<file path="src/rtl/clock_pkg.sv">
// Shared definitions for the clock user-interface blocks: edit FSM state
// encodings, time field width, field moduli and wrap-around step helpers.
package clock_pkg;

    localparam int TIME_W = 7;

    localparam logic [TIME_W-1:0] HOURS_PER_DAY    = 7'd24;
    localparam logic [TIME_W-1:0] MINUTES_PER_HOUR = 7'd60;

    // Edit FSM encodings; the display mux decodes these raw values.
    localparam logic [2:0] ST_RUN      = 3'd0;
    localparam logic [2:0] ST_SET_HOUR = 3'd1;
    localparam logic [2:0] ST_SET_MIN  = 3'd2;
    localparam logic [2:0] ST_ALM_HOUR = 3'd3;
    localparam logic [2:0] ST_ALM_MIN  = 3'd4;

    // Step up with wrap. Anything at or beyond the last legal value lands on 0,
    // which also clamps out-of-range values loaded from the timekeeper.
    function automatic logic [TIME_W-1:0] incWrap(
        input logic [TIME_W-1:0] value,
        input logic [TIME_W-1:0] modulus
    );
        if (value >= modulus - 7'd1) begin
            return '0;
        end
        return value + 7'd1;
    endfunction

    // Step down with wrap. Out-of-range values are clamped to 0 rather than
    // stepped, so a bad load never survives the first adjustment.
    function automatic logic [TIME_W-1:0] decWrap(
        input logic [TIME_W-1:0] value,
        input logic [TIME_W-1:0] modulus
    );
        if (value >= modulus) begin
            return '0;
        end
        if (value == '0) begin
            return modulus - 7'd1;
        end
        return value - 7'd1;
    endfunction

endpackage

</file>
<file path="src/rtl/button_conditioner.sv">
// Turns one raw asynchronous push button into a single-cycle press pulse:
// 2-flop synchroniser, optional debouncer, registered rising-edge detector.
// Build option: define TSC_DEBOUNCE_EN to include the debouncer.
module button_conditioner #(
    parameter int unsigned DEBOUNCE_CYCLES = 2500000
) (
    input  logic clk,
    input  logic reset,
    input  logic btn_i,
    output logic press_o
);

    logic sync1Q;
    logic sync2Q;
    logic levelQ;
    logic levelPrevQ;
    logic pressQ;

    // Two-flop synchroniser to bring the raw button into the clock domain.
    always_ff @(posedge clk) begin
        if (reset) begin
            sync1Q <= 1'b0;
            sync2Q <= 1'b0;
        end else begin
            sync1Q <= btn_i;
            sync2Q <= sync1Q;
        end
    end

`ifdef TSC_DEBOUNCE_EN
    localparam int CNT_W = $clog2(DEBOUNCE_CYCLES + 1);
    localparam logic [CNT_W-1:0] CNT_LAST = CNT_W'(DEBOUNCE_CYCLES - 1);

    logic [CNT_W-1:0] stableCntQ;

    // Accept a new level only after it has differed from the accepted level
    // for DEBOUNCE_CYCLES consecutive cycles; any bounce back restarts the count.
    always_ff @(posedge clk) begin
        if (reset) begin
            levelQ     <= 1'b0;
            stableCntQ <= '0;
        end else if (sync2Q == levelQ) begin
            stableCntQ <= '0;
        end else if (stableCntQ == CNT_LAST) begin
            levelQ     <= sync2Q;
            stableCntQ <= '0;
        end else begin
            stableCntQ <= stableCntQ + 1'b1;
        end
    end
`else
    // Without the debouncer the synchronised level is used directly.
    always_comb begin
        levelQ = sync2Q;
    end
`endif

    // Registered rising-edge detect so the press pulse is glitch-free and
    // lasts exactly one cycle.
    always_ff @(posedge clk) begin
        if (reset) begin
            levelPrevQ <= 1'b0;
            pressQ     <= 1'b0;
        end else begin
            levelPrevQ <= levelQ;
            pressQ     <= levelQ & ~levelPrevQ;
        end
    end

    assign press_o = pressQ;

endmodule

</file>
<file path="src/rtl/time_set_controller.sv">
// Front panel controller: conditions four buttons and runs the edit FSM that
// produces time-load strobes and the alarm program for the timekeeping core.
// Build option: define TSC_DEBOUNCE_EN to debounce the buttons.
module time_set_controller
    import clock_pkg::*;
#(
    parameter int unsigned DEBOUNCE_CYCLES = 2500000,
    parameter int unsigned TIMEOUT_CYCLES  = 1250000000
) (
    input  logic        clk,
    input  logic        reset,
    input  logic        btn_mode,
    input  logic        btn_up,
    input  logic        btn_down,
    input  logic        btn_confirm,
    input  logic [6:0]  cur_hour,
    input  logic [6:0]  cur_minute,
    input  logic        alarm_ring,
    output logic [6:0]  setup_hour,
    output logic [6:0]  setup_minute,
    output logic        setup_ready,
    output logic [6:0]  alarm_hour,
    output logic [6:0]  alarm_minute,
    output logic        alarm_ready,
    output logic [6:0]  edit_hour,
    output logic [6:0]  edit_minute,
    output logic [2:0]  mode_state
);

    localparam logic [30:0] TIMEOUT_LAST = 31'(TIMEOUT_CYCLES - 1);

    logic modePress;
    logic upPress;
    logic downPress;
    logic confirmPress;

    button_conditioner #(.DEBOUNCE_CYCLES(DEBOUNCE_CYCLES)) uModeBtn (
        .clk(clk), .reset(reset), .btn_i(btn_mode), .press_o(modePress)
    );
    button_conditioner #(.DEBOUNCE_CYCLES(DEBOUNCE_CYCLES)) uUpBtn (
        .clk(clk), .reset(reset), .btn_i(btn_up), .press_o(upPress)
    );
    button_conditioner #(.DEBOUNCE_CYCLES(DEBOUNCE_CYCLES)) uDownBtn (
        .clk(clk), .reset(reset), .btn_i(btn_down), .press_o(downPress)
    );
    button_conditioner #(.DEBOUNCE_CYCLES(DEBOUNCE_CYCLES)) uConfirmBtn (
        .clk(clk), .reset(reset), .btn_i(btn_confirm), .press_o(confirmPress)
    );

    logic [2:0]        stateQ, stateD;
    logic [TIME_W-1:0] editHourQ, editHourD;
    logic [TIME_W-1:0] editMinuteQ, editMinuteD;
    logic [TIME_W-1:0] setupHourQ, setupHourD;
    logic [TIME_W-1:0] setupMinuteQ, setupMinuteD;
    logic              setupReadyQ, setupReadyD;
    logic [TIME_W-1:0] alarmHourQ, alarmHourD;
    logic [TIME_W-1:0] alarmMinuteQ, alarmMinuteD;
    logic              alarmReadyQ, alarmReadyD;
    logic [30:0]       timerQ, timerD;

    logic anyPress;
    logic stepUp;
    logic stepDown;

    // Press qualification: up and down together cancel each other out.
    always_comb begin
        anyPress = modePress | upPress | downPress | confirmPress;
        stepUp   = upPress & ~downPress;
        stepDown = downPress & ~upPress;
    end

    // Edit FSM next-state: confirm beats mode beats up/down, then the idle
    // timer abandons an edit that nobody touches.
    always_comb begin
        stateD       = stateQ;
        editHourD    = editHourQ;
        editMinuteD  = editMinuteQ;
        setupHourD   = setupHourQ;
        setupMinuteD = setupMinuteQ;
        setupReadyD  = 1'b0;
        alarmHourD   = alarmHourQ;
        alarmMinuteD = alarmMinuteQ;
        alarmReadyD  = alarmReadyQ;
        timerD       = timerQ;

        case (stateQ)
            ST_RUN: begin
                if (confirmPress) begin
                    alarmReadyD = ~alarmReadyQ;
                end else if (modePress) begin
                    stateD      = ST_SET_HOUR;
                    editHourD   = cur_hour;
                    editMinuteD = cur_minute;
                end
            end
            ST_SET_HOUR, ST_SET_MIN: begin
                if (confirmPress) begin
                    setupHourD   = editHourQ;
                    setupMinuteD = editMinuteQ;
                    setupReadyD  = 1'b1;
                    stateD       = ST_RUN;
                end else if (modePress) begin
                    if (stateQ == ST_SET_HOUR) begin
                        stateD = ST_SET_MIN;
                    end else begin
                        stateD      = ST_ALM_HOUR;
                        editHourD   = alarmHourQ;
                        editMinuteD = alarmMinuteQ;
                    end
                end else if (stateQ == ST_SET_HOUR) begin
                    if (stepUp) editHourD = incWrap(editHourQ, HOURS_PER_DAY);
                    else if (stepDown) editHourD = decWrap(editHourQ, HOURS_PER_DAY);
                end else begin
                    if (stepUp) editMinuteD = incWrap(editMinuteQ, MINUTES_PER_HOUR);
                    else if (stepDown) editMinuteD = decWrap(editMinuteQ, MINUTES_PER_HOUR);
                end
            end
            ST_ALM_HOUR, ST_ALM_MIN: begin
                if (confirmPress) begin
                    alarmHourD   = editHourQ;
                    alarmMinuteD = editMinuteQ;
                    alarmReadyD  = 1'b1;
                    stateD       = ST_RUN;
                end else if (modePress) begin
                    stateD = (stateQ == ST_ALM_HOUR) ? ST_ALM_MIN : ST_RUN;
                end else if (stateQ == ST_ALM_HOUR) begin
                    if (stepUp) editHourD = incWrap(editHourQ, HOURS_PER_DAY);
                    else if (stepDown) editHourD = decWrap(editHourQ, HOURS_PER_DAY);
                end else begin
                    if (stepUp) editMinuteD = incWrap(editMinuteQ, MINUTES_PER_HOUR);
                    else if (stepDown) editMinuteD = decWrap(editMinuteQ, MINUTES_PER_HOUR);
                end
            end
            default: begin
                stateD = ST_RUN;
            end
        endcase

        if (stateQ == ST_RUN || anyPress) begin
            timerD = '0;
        end else if (timerQ == TIMEOUT_LAST) begin
            timerD = '0;
            stateD = ST_RUN;
        end else begin
            timerD = timerQ + 31'd1;
        end
    end

    // State and output registers; reset abandons any edit and disarms the alarm.
    always_ff @(posedge clk) begin
        if (reset) begin
            stateQ       <= ST_RUN;
            editHourQ    <= '0;
            editMinuteQ  <= '0;
            setupHourQ   <= '0;
            setupMinuteQ <= '0;
            setupReadyQ  <= 1'b0;
            alarmHourQ   <= '0;
            alarmMinuteQ <= '0;
            alarmReadyQ  <= 1'b0;
            timerQ       <= '0;
        end else begin
            stateQ       <= stateD;
            editHourQ    <= editHourD;
            editMinuteQ  <= editMinuteD;
            setupHourQ   <= setupHourD;
            setupMinuteQ <= setupMinuteD;
            setupReadyQ  <= setupReadyD;
            alarmHourQ   <= alarmHourD;
            alarmMinuteQ <= alarmMinuteD;
            alarmReadyQ  <= alarmReadyD;
            timerQ       <= timerD;
        end
    end

    assign setup_hour   = setupHourQ;
    assign setup_minute = setupMinuteQ;
    assign setup_ready  = setupReadyQ;
    assign alarm_hour   = alarmHourQ;
    assign alarm_minute = alarmMinuteQ;
    assign alarm_ready  = alarmReadyQ;
    assign edit_hour    = editHourQ;
    assign edit_minute  = editMinuteQ;
    assign mode_state   = stateQ;

endmodule

</file>
<file path="config.mk">
export PLATFORM = sky130hd
export DESIGN_NAME = time_set_controller
export DESIGN_NICKNAME = d
export VERILOG_FILES = /design/src/rtl/clock_pkg.sv /design/src/rtl/button_conditioner.sv /design/src/rtl/time_set_controller.sv
export SDC_FILE = /design/constraint.sdc
export NUM_CORES = 1
export LEC_CHECK = 0
export BUFFER_PORTS_ARGS = -buffer_cell sky130_fd_sc_hd__buf_2
export CORE_MARGIN = 1.5
export CORE_UTILIZATION = 61
export DETAILED_ROUTE_END_ITERATION = 7
export PLACE_DENSITY = 0.85
export SLEW_MARGIN = 20
export SYNTH_ARGS = -nofsm -noshare
export SYNTH_HDL_FRONTEND = slang
export SYNTH_SLANG_ARGS = --single-unit
</file>
<file path="constraint.sdc">
create_clock -name clk -period 5.93 [get_ports clk]
set_input_delay 0.2965 -clock clk [delete_from_list [all_inputs] [get_ports clk]]
set_output_delay 0.2965 -clock clk [all_outputs]
set_load 0.01 [all_outputs]
</file>
==> flow_summary.ini, run 1 <==
[cts]
ctsLongestPathBuffers = 2
cts_tree = built
worstSkewPairLatency_ps = 380
cts_resized = 0
root_buffer = clkbuf_8
cts_setup_buffers = 0
cts_buffers = 9
cts_sinks = 94
htreeDepth = 3
holdBufCountCts = 0
clkTransAtPathRegs_ps = 100

[setup_path]
r2r_cells = 7
cp-endpoint = edit_hour[1]
slowest_stage = nor3_2
r2r_slack_ps = 3630
reg2reg_to = edit_hour[1]
r2r_start = uDownBtn.press_o
arrival_ps = 2510
crit_required_ps = 6150
crit_fanout = 14
crit_chain = inv_1 -> ha_1 -> o21a_1 -> nor3_2 -> nand2_1 -> a221oi_1 -> nor3_1
path_class = register to register
slowest_delay_ps = 680
endpoint_kind = register
startpoint = uDownBtn.press_o
start_kind = register

[sta]
fin_skew_ps = 18.43
fmax_mhz = 435.0
slew_headroom_pct = 29.12
min_period_ps = 2299
worst_pin_slew_ps = 1063
setup_tns_ps = 0
final_max_slew_viol_count = 0
period_share_pct = 38.76
grt_setup_unrepaired = no
setup_viol = 0
hold_viol = 0

[drt]
ant_nets = 0
dr.first_iter.drc_count = 357
drc = 0
vias_per_cell = 5.914
drt_first_pass_iters = 5
wl_per_cell_um = 15.03
vias = 4128
routed_wirelength_mm = 10.49

[grt]
overflow = 0
grt_max_degree = 60
grt_pass1_wl_mm = 17.38
grt_use_total_pct = 25.99
grt_pass1_vias = 3697
grtUsageMet1_pct = 35.23
antenna_found_initial = 0
gr-usage-met3_pct = 4.822
use_met2_pct = 41.92
gr-max-usage-layer = met2

[synth]
ys_seq_elements = 94
synth_nets = 578
yosysWarningCount = 0
synth_edf_count = 0
netlist_instances = 551
synth_area_per_cell_sq_um = 8.329
yosysUniqueCellTypes = 62
ys_seq_area_share_pct = 41.00
synthFlopType = dfxtp_1
syn_area_sq_um = 4589
synthArstFlopShare_pct = 0

[layout]
area_growth_pct = 11.07
final_nets = 621
layout-drive-gt1-share_pct = 16.86
fillers = 614
n_antenna_cell = 0
final_core_util_pct = 70.28
finalNonFillerCells = 698

[power]
p_per_area_nw_per_um2 = 224.9
ir_worst_vdd_mv = 0.1841
power_leakage_nw = 2.126

[floorplanning]
start_util_pct = 63.27
die_h_um = 89.74
dieWidth_um = 89.74
rows = 31
io_pins = 68
coreArea_sq_um = 7253
die_area_sq_um = 8053

[placement]
dp.cells = 682
gp_congestion = 0.8830
dpl.hpwl_mm = 7.125
port_buffers = 66

[job]
drv_cap = 0

[min_path]
min_path_type = input port to register

[status]
outcome = finished, final reports clean
## synth_stat cells, drive strengths merged, types with 15 or more instances
master  count  area share (%)
nor2b      20             2.7
a21oi      31             3.4
nand2      42             3.4
dfxtp      94              41
xor2       17             3.2
nor2       93             7.6
o21ai      23             2.5
nor3       15             1.7
mux2i      22             4.8
nand3      16             1.9
clkbuf     25             2.0
## layout by cell type (no fill, tap or decap), types with 4 or more instances in the layout
cell type  instances
a211oi_1           6
a21oi_1           31
a22oi_1            9
a311oi_1           9
and2_1             6
and3_1            14
buf_2             66
buf_4              5
clkbuf_8           9
dfxtp_1           94
ha_1               6
inv_1              9
mux2i_1           22
nand2_1           42
nand2b_1           4
nand3_1           15
nand4_1            6
nor2_1            93
nor2b_1           20
nor3_1            14
nor4b_1            4
o21ai_0           21
xnor2_1           10
xor2_1            17
## area by class of cell
type	count	area, sq um	share of cell area, %
Clock buffer	9	123.9	2.430
Inverter	9	33.78	0.6627
Tap cell	99	123.9	2.430
Clock inverter	7	67.56	1.325
Timing Repair Buffer	71	367.9	7.216
Sequential cell	94	1882	36.92
Multi-Input combinational cell	409	2499	49.02
## stage by stage
| step | hold WS (ps) | worst slack, ps | area [sq um] | power [W] |
|---|---|---|---|---|
| finish | 131.3 | 3631 | 5097 | 0.001146 |
| detailed placement | 375.8 | 3751 | 4906 | 0.0007482 |
| floorplan | 367.4 | 3966 | 4589 | 0.0007252 |
| global placement | 371.0 | 3824 | 4906 | 0.0007453 |
| CTS | 128.7 | 3653 | 5097 | 0.001150 |
| global route | 132.2 | 3442 | 5097 | 0.001189 |
## how the worst min path moves through the flow
| stage | startpoint | end | slack (ps) | cells past startpoint |
|---|---|---|---|---|
| 2_1_floorplan | uConfirmBtn.levelPrevQ | uConfirmBtn.press_o | 370 | 1 |
| 4_1_cts | btn_down | uDownBtn.sync1Q | 130 | 2 |
| 3_3_place_gp | uModeBtn.levelPrevQ | uModeBtn.press_o | 370 | 1 |
| 5_1_grt | btn_mode | uModeBtn.sync1Q | 130 | 2 |
| 6_report | btn_down | uDownBtn.sync1Q | 130 | 2 |
| 3_5_place_dp | uConfirmBtn.levelPrevQ | uConfirmBtn.press_o | 380 | 1 |
## registers in the layout, indices dropped and copies added, names as in the netlist, 3 cells and up
signal        cells
alarm_minute      7
mode_state        3
setup_hour        7
edit_minute       7
setup_minute      7
alarm_hour        7
timerQ           31
edit_hour         7
## where the power goes
group | total (W) | internal, W | switching, W
clock network | 0.000411 | 0.000163 | 0.000248
registers | 0.000653 | 0.000639 | 0.0000137
logic | 0.0000830 | 0.0000371 | 0.0000459
total | 0.00115 | 0.000839 | 0.000308
## routing by layer
layer / part of all wire (%) / up-vias
met3: 5.7 / 19
met5: 0 / -
met1: 44 / 1949
met4: 1.4 / 0
li1: - / 2021
met2: 49 / 139
## worst max-delay path, delay by kind of cell, from the launching register on
family,cells,cell delay (ps)
buffers and inverters,1,50
AOI/OAI and AO/OA,2,520
adders and majority gates,1,330
and+or+nand+nor,3,900
DFF,1,350
## cell families (layout without fill, tap and decap cells)
family | after synthesis | count (layout) | share of synthesized area (%)
adder cells (fa/ha/maj) | 6 | 6 | 1.636
AO/OA/AOI/OAI | 110 | 110 | 16.03
AND/OR/NAND/NOR | 244 | 244 | 26.83
flip-flops | 94 | 94 | 41.00
multiplexers | 22 | 22 | 4.798
buffers and inverters | 48 | 96 | 4.553
XOR/XNOR | 27 | 27 | 5.153
No activity file was read; power rests on OpenSTA's default activity.
==> run 2, diff against run 1 <==
--- a/config.mk
+++ b/config.mk
@@ -7,9 +7,9 @@
 export LEC_CHECK = 0
 export BUFFER_PORTS_ARGS = -buffer_cell sky130_fd_sc_hd__buf_2
 export CORE_MARGIN = 1.5
-export CORE_UTILIZATION = 61
+export CORE_UTILIZATION = 51
 export DETAILED_ROUTE_END_ITERATION = 7
-export PLACE_DENSITY = 0.85
+export PLACE_DENSITY = 0.75
 export SLEW_MARGIN = 20
 export SYNTH_ARGS = -nofsm -noshare
 export SYNTH_HDL_FRONTEND = slang
==> constraint.sdc (replaced) <==
create_clock -name clk -period 1.95 [get_ports clk]
set_input_delay 0.0975 -clock clk [delete_from_list [all_inputs] [get_ports clk]]
set_output_delay 0.0975 -clock clk [all_outputs]
set_load 0.01 [all_outputs]
==> run 2 against run 1 <==
Critical path depth unchanged. Utilization fell by 6.8 points. Highest routed layer unchanged. Final area rose by 8.6%. Largest cell class unchanged. Routed wire length grew 6.1%. Power rose to 3.2 times the previous value. Non-clock buffer count rose by 41. Via count up 2.7%. Maximum frequency is 23% higher. Worst setup slack worse by 3600 ps.
==> flow_summary.ini, run 2 (synthesis gave the netlist of run 1 again) <==
[sta]
fin_ws_ps = 79.07
fmax_mhz = 534.5
period_share_pct = 95.94
slew_headroom_pct = 54.95
min_period_ps = 1871
worst_pin_slew_ps = 675.8
whs_ps = 51.67
setup_viol = 0
final_max_slew_viol_count = 0
hold_viol = 0
fin_skew_ps = 9.939

[setup_path]
endpoint_kind = register
crit_required_ps = 2170
r2r_start = edit_minute[0]
r2r_slack_ps = 80
crit_fanout = 4
r2r_cells = 7
path_class = register to register
start_kind = register
reg2reg_to = edit_minute[2]
arrival_ps = 2090

[power]
switching_power_w = 0.0009044
p_comb_share_pct = 8.5
p_total_w = 0.003636
ir_worst_vdd_mv = 0.4708
power_leakage_nw = 2.369
p_per_area_nw_per_um2 = 656.8
seq_power_share_pct = 54.1
power.share.switching_pct = 24.88
power_frac_clock_pct = 37.4
p_int_w = 0.002731

[min_path]
whs_endpoint = edit_hour[2]
whs_path_depth = 3
min_path_type = input port to register
hold_start = cur_hour[2]

[cts]
worstSkewPairLatency_ps = 360
htreeDepth = 3
cts_sinks = 94
clkTransAtPathRegs_ps = 100
cts_buffers = 9
cts_tree = built
ctsLongestPathBuffers = 2
root_buffer = clkbuf_8

[layout]
final_common_cell = nor2_1
regMostFlops = timerQ
final_cell_mix = nor2_1, dfxtp_1, buf_2
n_antenna_cell = 0
final_nets = 662
final_core_util_pct = 63.47
finalNonFillerCells = 748
layout-drive-gt1-share_pct = 23.59
largest_reg_flops = 31
area_growth_pct = 20.61

[floorplanning]
dieWidth_um = 97.86
io_pins = 68
start_util_pct = 52.63
die_h_um = 97.86
die_area_sq_um = 9577
coreArea_sq_um = 8721
rows = 34

[placement]
port_buffers = 66
gp_congestion = 0.8414
dpl.hpwl_mm = 7.826
place_ws_ps = -35.54
dp.cells = 725

[drt]
drt_first_pass_iters = 4
routed_wirelength_mm = 11.13
wl_per_cell_um = 14.88
dr.first_iter.drc_count = 210
vias_per_cell = 5.668
vias = 4240
drc = 0
ant_nets = 0

[status]
outcome = finished, final reports clean

[grt]
grt_pass1_vias = 3930
overflow = 0
antenna_found_initial = 0
grt_pass1_wl_mm = 18.34
grt_max_degree = 35
grt_use_total_pct = 22.97

[job]
drv_cap = 0
==> run 2: worst max-delay path, cell delays in order, from the launching register on <==
cell and delay (ps):
dfxtp_1 340, inv_1 80, ha_2 200, inv_1 70, or4_4 490, a311o_1 360
nand3_1 90, a311oi_1 90
==> run 2: power groups by stage <==
stage	clock, W	combinational, W	sequential [W]
2_1_floorplan	0	0.000199	0.00201
3_3_place_gp	0	0.000284	0.00201
3_5_place_dp	0	0.000288	0.00201
4_1_cts	0.00139	0.000297	0.00197
5_1_grt	0.00146	0.000338	0.00197
6_report	0.00136	0.000307	0.00197
==> run 2: worst max-delay path by stage <==
| stage | start | end | slack, ps | cells past startpoint |
|---|---|---|---|---|
| after CTS | timerQ[1] | timerQ[18] | 3 | 6 |
| after detailed placement | uDownBtn.press_o | edit_hour[3] | -40 | 8 |
| after floorplan | edit_minute[1] | edit_minute[2] | 7 | 8 |
| after global placement | uDownBtn.press_o | edit_hour[3] | 80 | 8 |
| after global routing | edit_hour[1] | edit_hour[4] | -8 | 8 |
| final | edit_minute[0] | edit_minute[2] | 80 | 7 |
==> run 2: per-layer routing <==
metal	GRT usage, %	routed length, um
met5	0	0
met4	6.484	151
met3	4.939	485
met2	38.99	5595
met1	29.46	4898
==> run 2: repair_timing <==
item,in CTS,in global routing
buffers inserted,0,3
pin swaps,0,5
setup endpoints to repair,3,16
hold endpoints to repair,4,0
hold buffers,4,0
resized for setup,2,19
==> run 2: final cells by class <==
type | instances | area, sq um
clock buffer | 11 | 141.4
sequential | 94 | 1888
tap | 108 | 135.1
fill | 741 | 3186
timing repair buffer | 112 | 723.2
inverter | 9 | 33.78
multi-input combinational | 409 | 2547
clock inverter | 5 | 66.31
==> run 2: per-stage QoR <==
stage,setup TNS (ps),area [sq um]
finish,0,5535
global route,-10.72,5535
floorplan,0,4591
global placement,0,5210
CTS,0,5461
detailed placement,-35.54,5210
==> run 3, diff against run 2 <==
--- a/config.mk
+++ b/config.mk
@@ -9,7 +9,7 @@
 export CORE_MARGIN = 1.5
 export CORE_UTILIZATION = 51
 export DETAILED_ROUTE_END_ITERATION = 7
-export PLACE_DENSITY = 0.75
+export PLACE_DENSITY_LB_ADDON = 0.08
 export SLEW_MARGIN = 20
 export SYNTH_ARGS = -nofsm -noshare
 export SYNTH_HDL_FRONTEND = slang
==> run 3 against run 2 <==
Global-route usage decreased by 0.089 points. Sequential power barely moved. Highest routed layer unchanged. Via count decreased by 2.0%. Final area is 0.14% higher. Clock skew hardly changed. Cell count shrank 0.40%. Sequential share of layout area fell by 0.11 points. Worst hold slack got worse by 12 ps. Routed wire length shrank 2.9%. Maximum frequency fell by 0.43%.
==> flow_summary.ini, run 3 (synthesis gave the netlist of run 1 again) <==
[setup_path]
crit_fanout = 9
endpoint_kind = register
crit_buf_inv = 0
crit_chain = or2_2 -> a21boi_0 -> o21bai_2 -> o221ai_1 -> a211oi_2
crit_required_ps = 2220
path_class = register to register
worst_path_dominant_cell_family = compound AO/OA/AOI/OAI gates
slowest_delay_ps = 530
start_kind = register
arrival_ps = 2150
slowest_stage = dfxtp_1

[sta]
final_max_slew_viol_count = 0
worst_pin_slew_ps = 490.0
slew_headroom_pct = 67.25
fin_skew_ps = 9.505
period_share_pct = 96.36
setup_tns_ps = 0
hold_viol = 0
grt_setup_unrepaired = yes
min_period_ps = 1879
setup_viol = 0
fin_ws_ps = 70.93
fmax_mhz = 532.2

[power]
p_int_w = 0.002588
seq_power_share_pct = 55.7
ir_worst_vdd_mv = 0.4473
switching_power_w = 0.0009477
p_total_w = 0.003535
power_frac_clock_pct = 35.4
power_leakage_nw = 2.364
power.share.switching_pct = 26.81
p_per_area_nw_per_um2 = 637.8
p_comb_share_pct = 8.9

[placement]
dpl.hpwl_mm = 7.785
dpl-instance-area_sq_um = 5219
gp_congestion = 0.8332
port_buffers = 66
place_ws_ps = -54.41

[drt]
routedLengthMet1_mm = 5.127
dr.first_iter.drc_count = 181
drt_first_pass_iters = 4
routed_wirelength_mm = 10.81
ant_nets = 0
vias_per_cell = 5.576
highest_layer = met4
vias = 4154
wl_met3_um = 461
drc = 0
wl_met2_mm = 5.124
wl_per_cell_um = 14.51

[cts]
cts_sinks = 94
root_buffer = clkbuf_8
clkTransAtPathRegs_ps = 100
htreeDepth = 3
worstSkewPairLatency_ps = 360
ctsLongestPathBuffers = 2
cts_buffers = 9
cts_tree = built

[grt]
overflow = 0
grt_pass1_wl_mm = 18.29
grt_pass1_vias = 3951
antenna_found_initial = 0
grt_use_total_pct = 22.88
grt_max_degree = 51

[layout]
regMostFlops = timerQ
layout-drive-gt1-share_pct = 23.70
final_nets = 659
area_growth_pct = 20.77
design_area_sq_um = 5543
largest_reg_flops = 31
final_common_cell = nor2_1
n_antenna_cell = 0
final_cell_mix = nor2_1, dfxtp_1, buf_2

[floorplanning]
io_pins = 68
coreArea_sq_um = 8721
die_h_um = 97.86
rows = 34
start_util_pct = 52.63
dieWidth_um = 97.86
die_area_sq_um = 9577

[job]
drv_cap = 0

[status]
outcome = finished, final reports clean

[min_path]
min_path_type = input port to register
## run 3: cell count changes in the layout (fill, tap and decap cells not counted), moves of 2 or more
cell | previous run | this run
nor4b_2 | 0 | 2
ha_4 | 1 | 3
dfxtp_2 | 5 | 2
o21ai_1 | 5 | 3
buf_4 | 39 | 35
nor4b_1 | 4 | 2
inv_6 | 1 | 3
ha_2 | 3 | 1
dfxtp_1 | 89 | 92
## run 3: worst reg2reg max path, cell delays in order, from the launching register on
cell	delay, ps
dfxtp_1	530
or2_2	210
a21boi_0	100
o21bai_2	410
o221ai_1	250
a211oi_2	300
## run 3: metal layers
layer,track usage (%),vias up
li1,-,2105
met1,31.38,1951
met2,37.51,89
met5,0,-
met4,6.154,0
met3,3.722,9
## run 3: through the flow
step	instances	hold WS, ps	util [%]
2_1_floorplan	551	176.6	-
3_3_place_gp	724	313.3	59.84
3_5_place_dp	724	314.3	59.84
4_1_cts	744	17.61	62.48
5_1_grt	745	41.13	63.56
6_report	745	39.35	63.56
## run 3: repair_timing
action | in CTS | in global routing
buffers inserted | 0 | 1
setup endpoints to repair | 6 | 17
gates resized for setup | 2 | 20
pin swaps | 0 | 3
hold endpoints to repair | 4 | 0
hold buffers | 4 | 0
## run 3: final timing paths
kind | endpoint | startpoint | cells after the start | slack, ps
worst max-delay path | edit_hour[2] | mode_state[0] | 5 | 70
worst min-delay path | uUpBtn.levelQ | reset | 2 | 40
worst max register to register | edit_hour[2] | mode_state[0] | 5 | 70
worst min register to register | uConfirmBtn.press_o | uConfirmBtn.levelPrevQ | 1 | 390
## run 3: final cells by class
type / instances / area [sq um]
fill: 776 / 3178
inverter: 9 / 33.78
sequential: 94 / 1884
clock inverter: 7 / 62.56
clock buffer: 9 / 123.9
timing repair buffer: 109 / 713.2
tap: 108 / 135.1
multi-input combinational: 409 / 2590
## run 3: power groups by stage
stage	Clock [W]	Sequential [W]	Combinational (W)
finish	0.00125	0.00197	0.000313
global route	0.00137	0.00198	0.000346
CTS	0.00129	0.00197	0.000301
detailed placement	0	0.00201	0.000293
global placement	0	0.00201	0.000289
floorplan	0	0.00201	0.000199
